--- src/rtl/csr_exec_unit.sv ---
// Zicsr sequencer: one request is turned into an optional read cycle and an
// optional write cycle on the csr block, then answered on a valid/ready response port.
//   state | meaning
//   IDLE  | ready for a request
//   READ  | read strobe to csr, capture old value and illegal flag
//   WRITE | write strobe to csr with the read-modify-write value
//   RESP  | response held until writeback accepts it
module csr_exec_unit #(
  parameter int XLEN = 32
) (
  input  logic            clock,
  input  logic            reset,
  input  logic            req_valid,
  output logic            req_ready,
  input  logic [2:0]      req_funct3,
  input  logic [11:0]     req_csr_addr,
  input  logic [4:0]      req_rs1_idx,
  input  logic [XLEN-1:0] req_rs1_value,
  input  logic [4:0]      req_rd_idx,
  output logic [11:0]     csr_addr,
  output logic            read_csr,
  input  logic [XLEN-1:0] csr_read_value,
  output logic            write_csr,
  output logic [XLEN-1:0] write_value,
  input  logic            csr_illegal,
  output logic            resp_valid,
  input  logic            resp_ready,
  output logic [4:0]      resp_rd_idx,
  output logic [XLEN-1:0] resp_rd_value,
  output logic            resp_we,
  output logic            resp_illegal
);

  typedef enum logic [1:0] {IDLE, READ, WRITE, RESP} state_t;

  localparam logic [1:0] OP_RW = 2'b01;
  localparam logic [1:0] OP_RS = 2'b10;
  localparam logic [1:0] OP_RC = 2'b11;

  state_t            state_q, state_d;
  logic [1:0]        op_q, op_d;
  logic [11:0]       addr_q, addr_d;
  logic [4:0]        rd_q, rd_d;
  logic [XLEN-1:0]   src_q, src_d;
  logic [XLEN-1:0]   old_q, old_d;
  logic              ill_q, ill_d;
  logic              do_write_q, do_write_d;
  logic              read_csr_q, write_csr_q, resp_valid_q;
  logic              req_do_read;

  always_ff @(posedge clock or posedge reset) begin
    if (reset) begin
      state_q      <= IDLE;
      op_q         <= '0;
      addr_q       <= '0;
      rd_q         <= '0;
      src_q        <= '0;
      old_q        <= '0;
      ill_q        <= 1'b0;
      do_write_q   <= 1'b0;
      read_csr_q   <= 1'b0;
      write_csr_q  <= 1'b0;
      resp_valid_q <= 1'b0;
    end else begin
      state_q      <= state_d;
      op_q         <= op_d;
      addr_q       <= addr_d;
      rd_q         <= rd_d;
      src_q        <= src_d;
      old_q        <= old_d;
      ill_q        <= ill_d;
      do_write_q   <= do_write_d;
      // strobes decoded from the next state so they come straight off flops
      read_csr_q   <= (state_d == READ);
      write_csr_q  <= (state_d == WRITE);
      resp_valid_q <= (state_d == RESP);
    end
  end

  assign req_do_read = !((req_funct3[1:0] == OP_RW) && (req_rd_idx == 5'd0));

  always_comb begin
    state_d    = state_q;
    op_d       = op_q;
    addr_d     = addr_q;
    rd_d       = rd_q;
    src_d      = src_q;
    old_d      = old_q;
    ill_d      = ill_q;
    do_write_d = do_write_q;
    case (state_q)
      IDLE: begin
        if (req_valid) begin
          op_d       = req_funct3[1:0];
          addr_d     = req_csr_addr;
          rd_d       = req_rd_idx;
          src_d      = req_funct3[2] ? {{(XLEN-5){1'b0}}, req_rs1_idx} : req_rs1_value;
          old_d      = '0;
          ill_d      = 1'b0;
          do_write_d = (req_funct3[1:0] == OP_RW) || (req_rs1_idx != 5'd0);
          if (req_funct3[1:0] == 2'b00) begin
            ill_d   = 1'b1;
            state_d = RESP;
          end else if (req_do_read) begin
            state_d = READ;
          end else begin
            state_d = WRITE;
          end
        end
      end
      READ: begin
        old_d = csr_read_value;
        ill_d = csr_illegal;
        if (!csr_illegal && do_write_q) state_d = WRITE;
        else                            state_d = RESP;
      end
      WRITE: begin
        ill_d   = ill_q | csr_illegal;
        state_d = RESP;
      end
      RESP: begin
        if (resp_ready) state_d = IDLE;
      end
      default: state_d = IDLE;
    endcase
  end

  always_comb begin
    write_value = '0;
    if (write_csr_q) begin
      case (op_q)
        OP_RW:   write_value = src_q;
        OP_RS:   write_value = old_q | src_q;
        OP_RC:   write_value = old_q & ~src_q;
        default: write_value = '0;
      endcase
    end
  end

  assign req_ready     = (state_q == IDLE);
  assign read_csr      = read_csr_q;
  assign write_csr     = write_csr_q;
  assign csr_addr      = (read_csr_q || write_csr_q) ? addr_q : 12'd0;
  assign resp_valid    = resp_valid_q;
  assign resp_rd_idx   = rd_q;
  assign resp_rd_value = old_q;
  assign resp_we       = resp_valid_q && !ill_q && (rd_q != 5'd0);
  assign resp_illegal  = resp_valid_q && ill_q;

endmodule

--- config.mk ---
export PLATFORM = sky130hd
export DESIGN_NAME = csr_exec_unit
export DESIGN_NICKNAME = d
export VERILOG_FILES = /design/src/rtl/csr_exec_unit.sv
export SDC_FILE = /design/constraint.sdc
export NUM_CORES = 1
export LEC_CHECK = 0
export CAP_MARGIN = 20
export CORE_ASPECT_RATIO = 1.25
export CORE_MARGIN = 8
export CORE_UTILIZATION = 47
export CTS_CLUSTER_DIAMETER = 200
export DETAILED_ROUTE_END_ITERATION = 6
export PLACE_DENSITY = 0.95
export SYNTH_ARGS = -nofsm -noshare
export SYNTH_HDL_FRONTEND = slang
export SYNTH_SLANG_ARGS = --single-unit
--- constraint.sdc ---
create_clock -name clock -period 5.2 [get_ports clock]
set_input_delay 1.56 -clock clock [delete_from_list [all_inputs] [get_ports clock]]
set_output_delay 1.56 -clock clock [all_outputs]
set_load 0.03 [all_outputs]
==> flow_results.org, run 1 <==
** Synth
- Most common flop cell mapped by yosys :: sky130_fd_sc_hd__dfrtp_1
- Summing the sequential cell areas from Yosys gives 51.5% of the chip area.
- Synthesis handed over a netlist of 454 instances.
- Synth cell count leaders :: 93 x sky130_fd_sc_hd__nand2_1, 90 x sky130_fd_sc_hd__dfrtp_1, 65 x sky130_fd_sc_hd__o21ai_0
- Count of flip-flops with a built-in enable after synthesis :: 0
- After synthesis the netlist holds a flip-flop and latch count of 90.
- Nets in the synthesized netlist :: 552
- Most used standard cell by instance count after synthesis :: sky130_fd_sc_hd__nand2_1
- Sorting the synthesized cells by area gives the leading types as sky130_fd_sc_hd__dfrtp_1 52%, sky130_fd_sc_hd__nand2_1 8.0%, sky130_fd_sc_hd__o21ai_0 7.4%.
- Largest area contributor in the netlist :: sky130_fd_sc_hd__dfrtp_1
- For this run, asynchronously set or reset flops after synthesis account for 100%.
- A synthesized cell averages 9.63 sq um.
- Synthesis Warnings :: 0
- Synthesis instantiated 31 different standard cells from the library.
- Top cell type's share of synthesized area :: 51.5%
- Netlist Area Pre-Place :: 0.00437 sq mm

** Global route
- The number of antenna violations at the first check in global routing is 0.
- Global-route wire length before repair :: 21700 microns
- For this run, global-route usage on met1 was measured as 23.0%.
- For this run, global-route usage on met2 was measured as 40.4%.
- Global route total overflow :: 0
- Across every metal layer, demand over resource in global routing totals 22.4%.
- Grt peak-use layer :: met2
- Entering global routing, the biggest net connects 59 pins.
- The via count of the first global-routing pass came to 4294.
- In the global route stage, met3 resource usage came out at 3.91%.

** Clock tree
- Counting every sink on the clock net gives 90.
- TritonCTS Buffers :: 9
- After clock tree synthesis, the flow added hold-fix buffers numbering 0.
- Post-CTS setup buffer count :: 0
- Total of cells resized after clock tree synthesis :: 0
- Root Driver :: sky130_fd_sc_hd__clkbuf_16
- After clock tree synthesis, the clock-pin slew on the worst setup and hold paths is 0.06 ns.
- No sink is reached through more buffers than the 2 on the longest clock path.
- TritonCTS built the clock tree.
- Number of H-tree branching levels :: 3
- At the later pin of the worst-skew pair, clock insertion delay measures 0.34 ns.

** STA
- Worst rel slew slack :: 33.7%
- Final Cycle Share :: 83.7%
- Worst Setup Slack, final :: 0.847 ns
- On the final layout, the worst clock skew is 0.00772 ns.
- At the pin with the least slew margin, the transition time is 0.995 ns.
- Setup violations remaining at the end of the flow were counted as 0.
- The worst path in the final design needs a cycle of 4.35 ns, including I/O delays and setup.
- Final hold slack :: 0.496 ns
- Fin Setup TNS :: 0 ns
- The final hold violation count was 0.
- Setup repair after global routing left no endpoint under its margin.
- Number of max-slew violations in the final report :: 0
- Based on the critical path, the design can be clocked at up to 230 MHz.

** Power
- Power, Total :: 4.21 mW
- IR analysis of the VDD net gives a maximum drop of 0.000392 V.
- Dividing total power by cell area gives a power density of 632 mW/mm^2.
- In this run the static leakage power is 2.80 nW.

** Routing
- Wires add up to 14400 microns.
- Number of violations reported at the end of detailed-routing iteration 0 :: 167
- DRC violation count after routing :: 0
- Average detailed-routed wire length per instance :: 19.2 microns
- The detailed router placed 4065 vias in this run.
- Vias per Instance :: 5.41
- The first detailed-routing pass took 4 iterations.
- The count of nets left with antenna violations once routing finished came out at 0.

** Floorplan
- The floorplan step set the die width to 102 microns.
- Pin placement for this block handled 181 I/O pins.
- The die is 124 microns tall.
- The region available for standard cell placement spans 0.00908 sq mm.
- Floorplan die area :: 0.0127 sq mm
- The floorplan has 39 rows.
- Starting density of the core :: 48.2%

** Worst setup path
- At the worst endpoint, the required time is 3.64 ns.
- The number of cells on the worst reg-to-reg path is 5.
- STA classifies the critical path endpoint as an output pin.
- For flop-to-flop paths, the worst setup slack is 2.56 ns.
- Crit. Startpoint :: op_q[0]$_DFFE_PP0P_
- Worst reg2reg path startpoint :: state_q[0]$_DFF_PP0_
- The critical path is of the flip-flop to output pin type.
- Startpoint type of the worst setup path :: flip-flop
- In this run the critical register-to-register path is captured at resp_rd_value[25]$_DFFE_PP0P_.
- At the worst endpoint, the arrival time is 2.79 ns.
- In this run the worst path has a maximum fanout of 16.

** Hold path
- In this run the worst hold path is classified as flip-flop to flip-flop.
- Destination of the worst hold path :: addr_q[0]$_DFFE_PP0P_
- Instance count along the most critical hold path :: 1
- Start point of the worst min-delay path :: addr_q[0]$_DFFE_PP0P_

** Place
- The count of buffers added on input and output ports is 180.
- Prior to clock tree synthesis, the placed netlist has a worst setup slack of 1.26 ns.
- Placed instance count :: 733
- Post-detail-place hpwl :: 10600 microns
- The congestion estimate from routability-driven global placement came to 0.840.

** Cells and area
- Final net count :: 721
- Ratio of cells with drive above 1 in the final layout :: 8.44%
- The finished layout holds 751 standard cells, fillers aside.
- Relative to the synthesized area, the layout overhead comes to 52.3%.
- Number of diodes :: 0

** Run status
- The run finished with clean final reports.

** Flow run
- Across the run, the number of max-cap violations was 0.
## metrics by stage
step                util (%)  cell area [sq um]
global placement        69.2               6280
detailed placement      69.2               6280
finish                  73.4               6660
global route            73.4               6660
floorplan                  -               4370
CTS                     72.9               6610
## power by group
group	internal [mW]	switching, mW
logic	0.920	1.27
registers	1.03	0.281
clock network	0.435	0.276
total	2.38	1.83
## how the worst max path moves through the flow
stage                                        to  cells past startpoint
after floorplan           addr_q[0]$_DFFE_PP0P_                      1
after global placement          write_value[27]                      6
after detailed placement        write_value[25]                      6
after CTS                       write_value[19]                      6
after global routing            write_value[19]                      6
final                           write_value[19]                      6
## critical path, cell delays in order (launching register included)
cell	delay (ns)
sky130_fd_sc_hd__dfrtp_1	0.44
sky130_fd_sc_hd__xor2_2	0.57
sky130_fd_sc_hd__buf_4	0.35
sky130_fd_sc_hd__nand2_1	0.12
sky130_fd_sc_hd__o21ai_0	0.13
sky130_fd_sc_hd__and2_1	0.17
sky130_fd_sc_hd__clkdlybuf4s50_1	0.67
## layout by cell type (no fill, tap or decap), drive strengths merged, types with 2 or more instances in the layout
master / instances
ha: 4
and2: 32
dfrtp: 90
or4: 2
a22oi: 2
a21oi: 3
clkinv: 4
inv: 8
nor3b: 3
mux2: 19
bufinv: 2
a22o: 32
o21ai: 65
nand2b: 27
clkdlybuf4s50: 180
nor2b: 17
buf: 8
or4b: 2
nand2: 93
nor2: 7
clkbuf: 10
mux2i: 7
o32a: 2
## flip-flops by register name, summed over array words and instances (netlist names)
register	cells
ill_q	1
state_q	2
do_write_q	1
read_csr	1
op_q	2
resp_rd_value	32
addr_q	12
resp_valid	1
resp_rd_idx	5
write_csr	1
src_q	32
## area by class of cell
cell class / instances / area (sq um)
Inverter: 9 / 35.0
Clock buffer: 10 / 239
Sequential cell: 90 / 2250
Multi-Input combinational cell: 325 / 2000
Clock inverter: 6 / 90.1
Fill cell: 659 / 2420
Timing Repair Buffer: 188 / 1890
Tap cell: 123 / 154
## logic make-up (layout without fill, tap and decap cells)
group | count (synthesis) | after routing | share of synthesized area [%]
flip-flops | 90 | 90 | 51.5
adder cells (fa/ha/maj) | 4 | 4 | 1.14
AND/OR/NAND/NOR | 185 | 185 | 21.1
buffers and inverters | 39 | 213 | 3.40
AO/OA/AOI/OAI | 109 | 109 | 16.1
multiplexers | 26 | 26 | 6.50
XOR/XNOR | 1 | 1 | 0.200
## layer usage
layer  vias to the layer above  wire (microns)  share of wire (%)
met5                         -               0                  0
met4                         0             695                4.8
met3                        47             904                6.3
met2                       173            7580                 53
met1                      1972            5240                 36
li1                       1873               -                  -
No activity file was read; power rests on OpenSTA's default activity.
==> run 2, diff against run 1 <==
CORE_UTILIZATION = 39   (was 47)
PLACE_DENSITY = 0.87   (was 0.95)
clock period = 3.9 ns   (was 5.2 ns; I/O delays follow)
==> run 2 against run 1 <==
  * Sequential power rose by 29%
  * Total power rose by 31%
  * Non-clock buffer count rose by 2
  * First-iteration DRC count fell by 11%
  * Combinational power rose by 32%
  * Register-to-register slack got worse by 0.91 ns
  * Flip-flop and latch count did not move
  * Utilization fell by 14 points
  * Design area fell by 1.1%
  * Cell count rose by 1.9%
  * Largest cell class unchanged
  * Largest power group unchanged
  * Highest routed layer unchanged
==> flow_results.org, run 2 (synthesized netlist as in run 1, its figures left out) <==
** Run status
- Result of the run :: finished clean

** Routing
- The initial detailed-routing violation count is 149 (-11%).
- Routed length on met1 :: 5490 microns (+4.6%)
- The total length of routed wires is 13100 microns (-9.4%).
- Sum of met2 wire segment lengths after detailed routing :: 6700 microns (-12%)
- Average detailed-routed wire length per instance :: 17.1 microns (-11%)
- DRC violation count after routing :: 0 (unchanged)
- Vias per Instance :: 5.04 (-6.8%)
- Vias :: 3858 (-5.1%)
- Number of optimization iterations in the first detailed-route pass :: 4 (unchanged)
- Top metal layer carrying routed signals :: met4
- The count of antenna-violating nets left after detailed routing is 0 (unchanged).
- The routed length on met3 came to 577 microns (-36%).

** Clock tree
- The number of H-tree levels came to 3 (unchanged).
- Number of buffers added to fix hold violations after cts :: 0 (unchanged)
- The count of cells resized by post-cts repair is 0 (unchanged).
- CTS max path bufs :: 2 (unchanged)
- The cell sitting at the root of the clock tree is a sky130_fd_sc_hd__clkbuf_16.
- The total clock buffers created by CTS came to 9 (unchanged).
- The number of sinks driven by the clock tree was 90 (unchanged).
- Clock Latency Late Sink :: 0.33 ns (about the same)
- Clock tree from TritonCTS :: built
- The clock-pin slew reported for the worst setup and hold paths after clock tree synthesis came to 0.06 ns (about the same).
- The post-CTS setup repair buffer count is 0 (unchanged).

** Global route
- Global route total overflow :: 0 (unchanged)
- GRT Overall Usage :: 17.3% (-5.1 points)
- The first-pass GRT wire length came to 21200 microns (-2.0%).
- The via count of the first global-routing pass was 4193 (-2.4%).
- Antenna violations before repair :: 0 (unchanged)
- The largest net degree at the start of global routing was 91 (+54%).

** Cells and area
- Number of diodes :: 0 (unchanged)
- The share of the core filled with cells is 59.7% (-14 points).
- Leaving out fill and tap cells, the most frequent cells in the layout are 150 x sky130_fd_sc_hd__clkdlybuf4s50_1, 92 x sky130_fd_sc_hd__nand2_1, 90 x sky130_fd_sc_hd__dfrtp_1, 65 x sky130_fd_sc_hd__o21ai_0, 39 x sky130_fd_sc_hd__buf_4.
- Leading cell type in the layout, fill and taps excluded :: sky130_fd_sc_hd__clkdlybuf4s50_1
- Area growth syn-to-layout :: 50.6%
- Final net count :: 723 (+0.28%)
- Ratio of cells with drive above 1 in the final layout :: 13.2% (+4.7 points)

** Floorplan
- The vertical extent of the die was 134 microns (+8.5%).
- Ports placed on the boundary :: 181 (unchanged)
- The row count is 43 (+10%).
- Starting density of the core :: 39.6% (-8.5 points)
- The area inside the core boundary is 0.0110 sq mm (+22%).
- Die boundary width :: 111 microns (+8.2%)
- The area enclosed by the die boundary was 0.0149 sq mm (+17%).

** Flow run
- Max capacitance violation total :: 0 (unchanged)

** Place
- The worst setup slack before clock tree synthesis was 0.733 ns (-0.524 ns).
- The number of buffers inserted by port buffering was 180 (unchanged).
- The final weighted congestion in routability-driven placement is 0.804 (-4.3%).
- Post-detail-place hpwl :: 9920 microns (-6.3%)

** Hold path
- The startpoint identified for the worst hold timing path is src_q[0]$_DFFE_PP0P_.
- The min-delay analysis places its worst path in the category flip-flop to flip-flop.

** STA
- Setup repair after global routing left no endpoint under its margin.
- Clk_skew :: 0.00508 ns (-0.00263 ns)
- Endpoints failing setup :: 0 (unchanged)
- Time the final worst path needs with I/O delays and setup :: 3.21 ns
- Highest attainable clock frequency :: 311 MHz
- Number of max-slew violations in the final report :: 0 (unchanged)
- Slew at the pin closest to its max-slew limit :: 0.947 ns (-0.0484 ns)
- The worst setup slack after layout came to 0.685 ns (-0.162 ns).
- The final hold violation count was 0 (unchanged).
- Of the available clock period, the critical path in the final layout requires 82.4%.
- Fin Setup TNS :: 0 ns (unchanged)
- The max-slew headroom at the worst pin was 36.7% (+3.1 points).

** Worst setup path
- The worst endpoint required time came to 2.73 ns (-0.91 ns).
- Traced cell by cell, the critical path runs through or4_1 -> nor2_1 -> nor3b_1 -> clkdlybuf4s50_1.
- Crit end category :: output pin
- Type of the setup path with the least slack :: flip-flop to output pin
- The maximum fanout count along the critical path was 3 (-13).
- Crit path largest cell delay :: 0.61 ns (-0.06 ns)
- Max stage delay cell, worst path :: sky130_fd_sc_hd__clkdlybuf4s50_1
- Data arrival time of the critical path :: 2.04 ns (-0.75 ns)
- STA classifies the critical path startpoint as a flip-flop.
- The startpoint identified for the worst register-to-register timing path is state_q[0]$_DFF_PP0_.
- Crit. Startpoint :: resp_rd_idx[1]$_DFFE_PP0P_

** Power
- The power per unit of standard cell area came to 835 mW/mm^2 (+32%).
- The worst voltage drop across the vdd grid came to 0.000693 V (+77%).
- The leakage power total was 2.85 nW (+1.9%).
## run 2: worst max-delay path, delay by kind of cell, from the launching register on
kind                   cells  cell delay, ns
DFF                        1            0.40
and+or+nand+nor            3            0.72
buffers and inverters      1            0.61
## run 2: stage by stage
| step | power, mW | instances | instance area, sq um | hold WS [ns] |
|---|---|---|---|---|
| 3_3_place_gp | 4.51 | 749 | 6270 | 0.480 |
| 4_1_cts | 5.55 | 765 | 6590 | 0.501 |
| 5_1_grt | 5.87 | 765 | 6590 | 0.521 |
| 6_report | 5.50 | 765 | 6590 | 0.496 |
| 2_1_floorplan | 3.46 | 454 | 4370 | 0.466 |
| 3_5_place_dp | 4.61 | 749 | 6270 | 0.487 |
## run 2: layout make-up
| type | instances | area (sq um) |
|---|---|---|
| Fill cell | 927 | 4440 |
| Sequential cell | 90 | 2250 |
| Multi-Input combinational cell | 325 | 2000 |
| Timing Repair Buffer | 190 | 1810 |
| Clock buffer | 12 | 246 |
| Tap cell | 135 | 169 |
| Clock inverter | 4 | 75.1 |
| Inverter | 9 | 35.0 |
## run 2: where the power goes
group          leakage, nW  total [mW]  switching [mW]  internal, mW
sequential            1.13        1.69           0.317          1.37
clock                0.149       0.930           0.350         0.580
combinational         1.57        2.88            1.66          1.22
## run 2: routing by layer
layer / vias to the layer above / GRT usage [%]
met2: 109 / 30.4
met4: 0 / 7.00
met3: 21 / 3.93
met1: 1854 / 19.9
met5: - / 0
li1: 1874 / -
## run 2: worst paths after layout
check / end / slack (ns) / cells past startpoint
min in group asynchronous: resp_rd_value[7]$_DFFE_PP0P_ / 1.26 / 3
worst min register to register: src_q[0]$_DFFE_PP0P_ / 0.50 / 2
worst max register to register: read_csr$_DFF_PP0_ / 1.65 / 7
worst max-delay path: resp_we / 0.69 / 4
max in group asynchronous: src_q[30]$_DFFE_PP0P_ / 2.24 / 3
worst min-delay path: src_q[0]$_DFFE_PP0P_ / 0.50 / 2
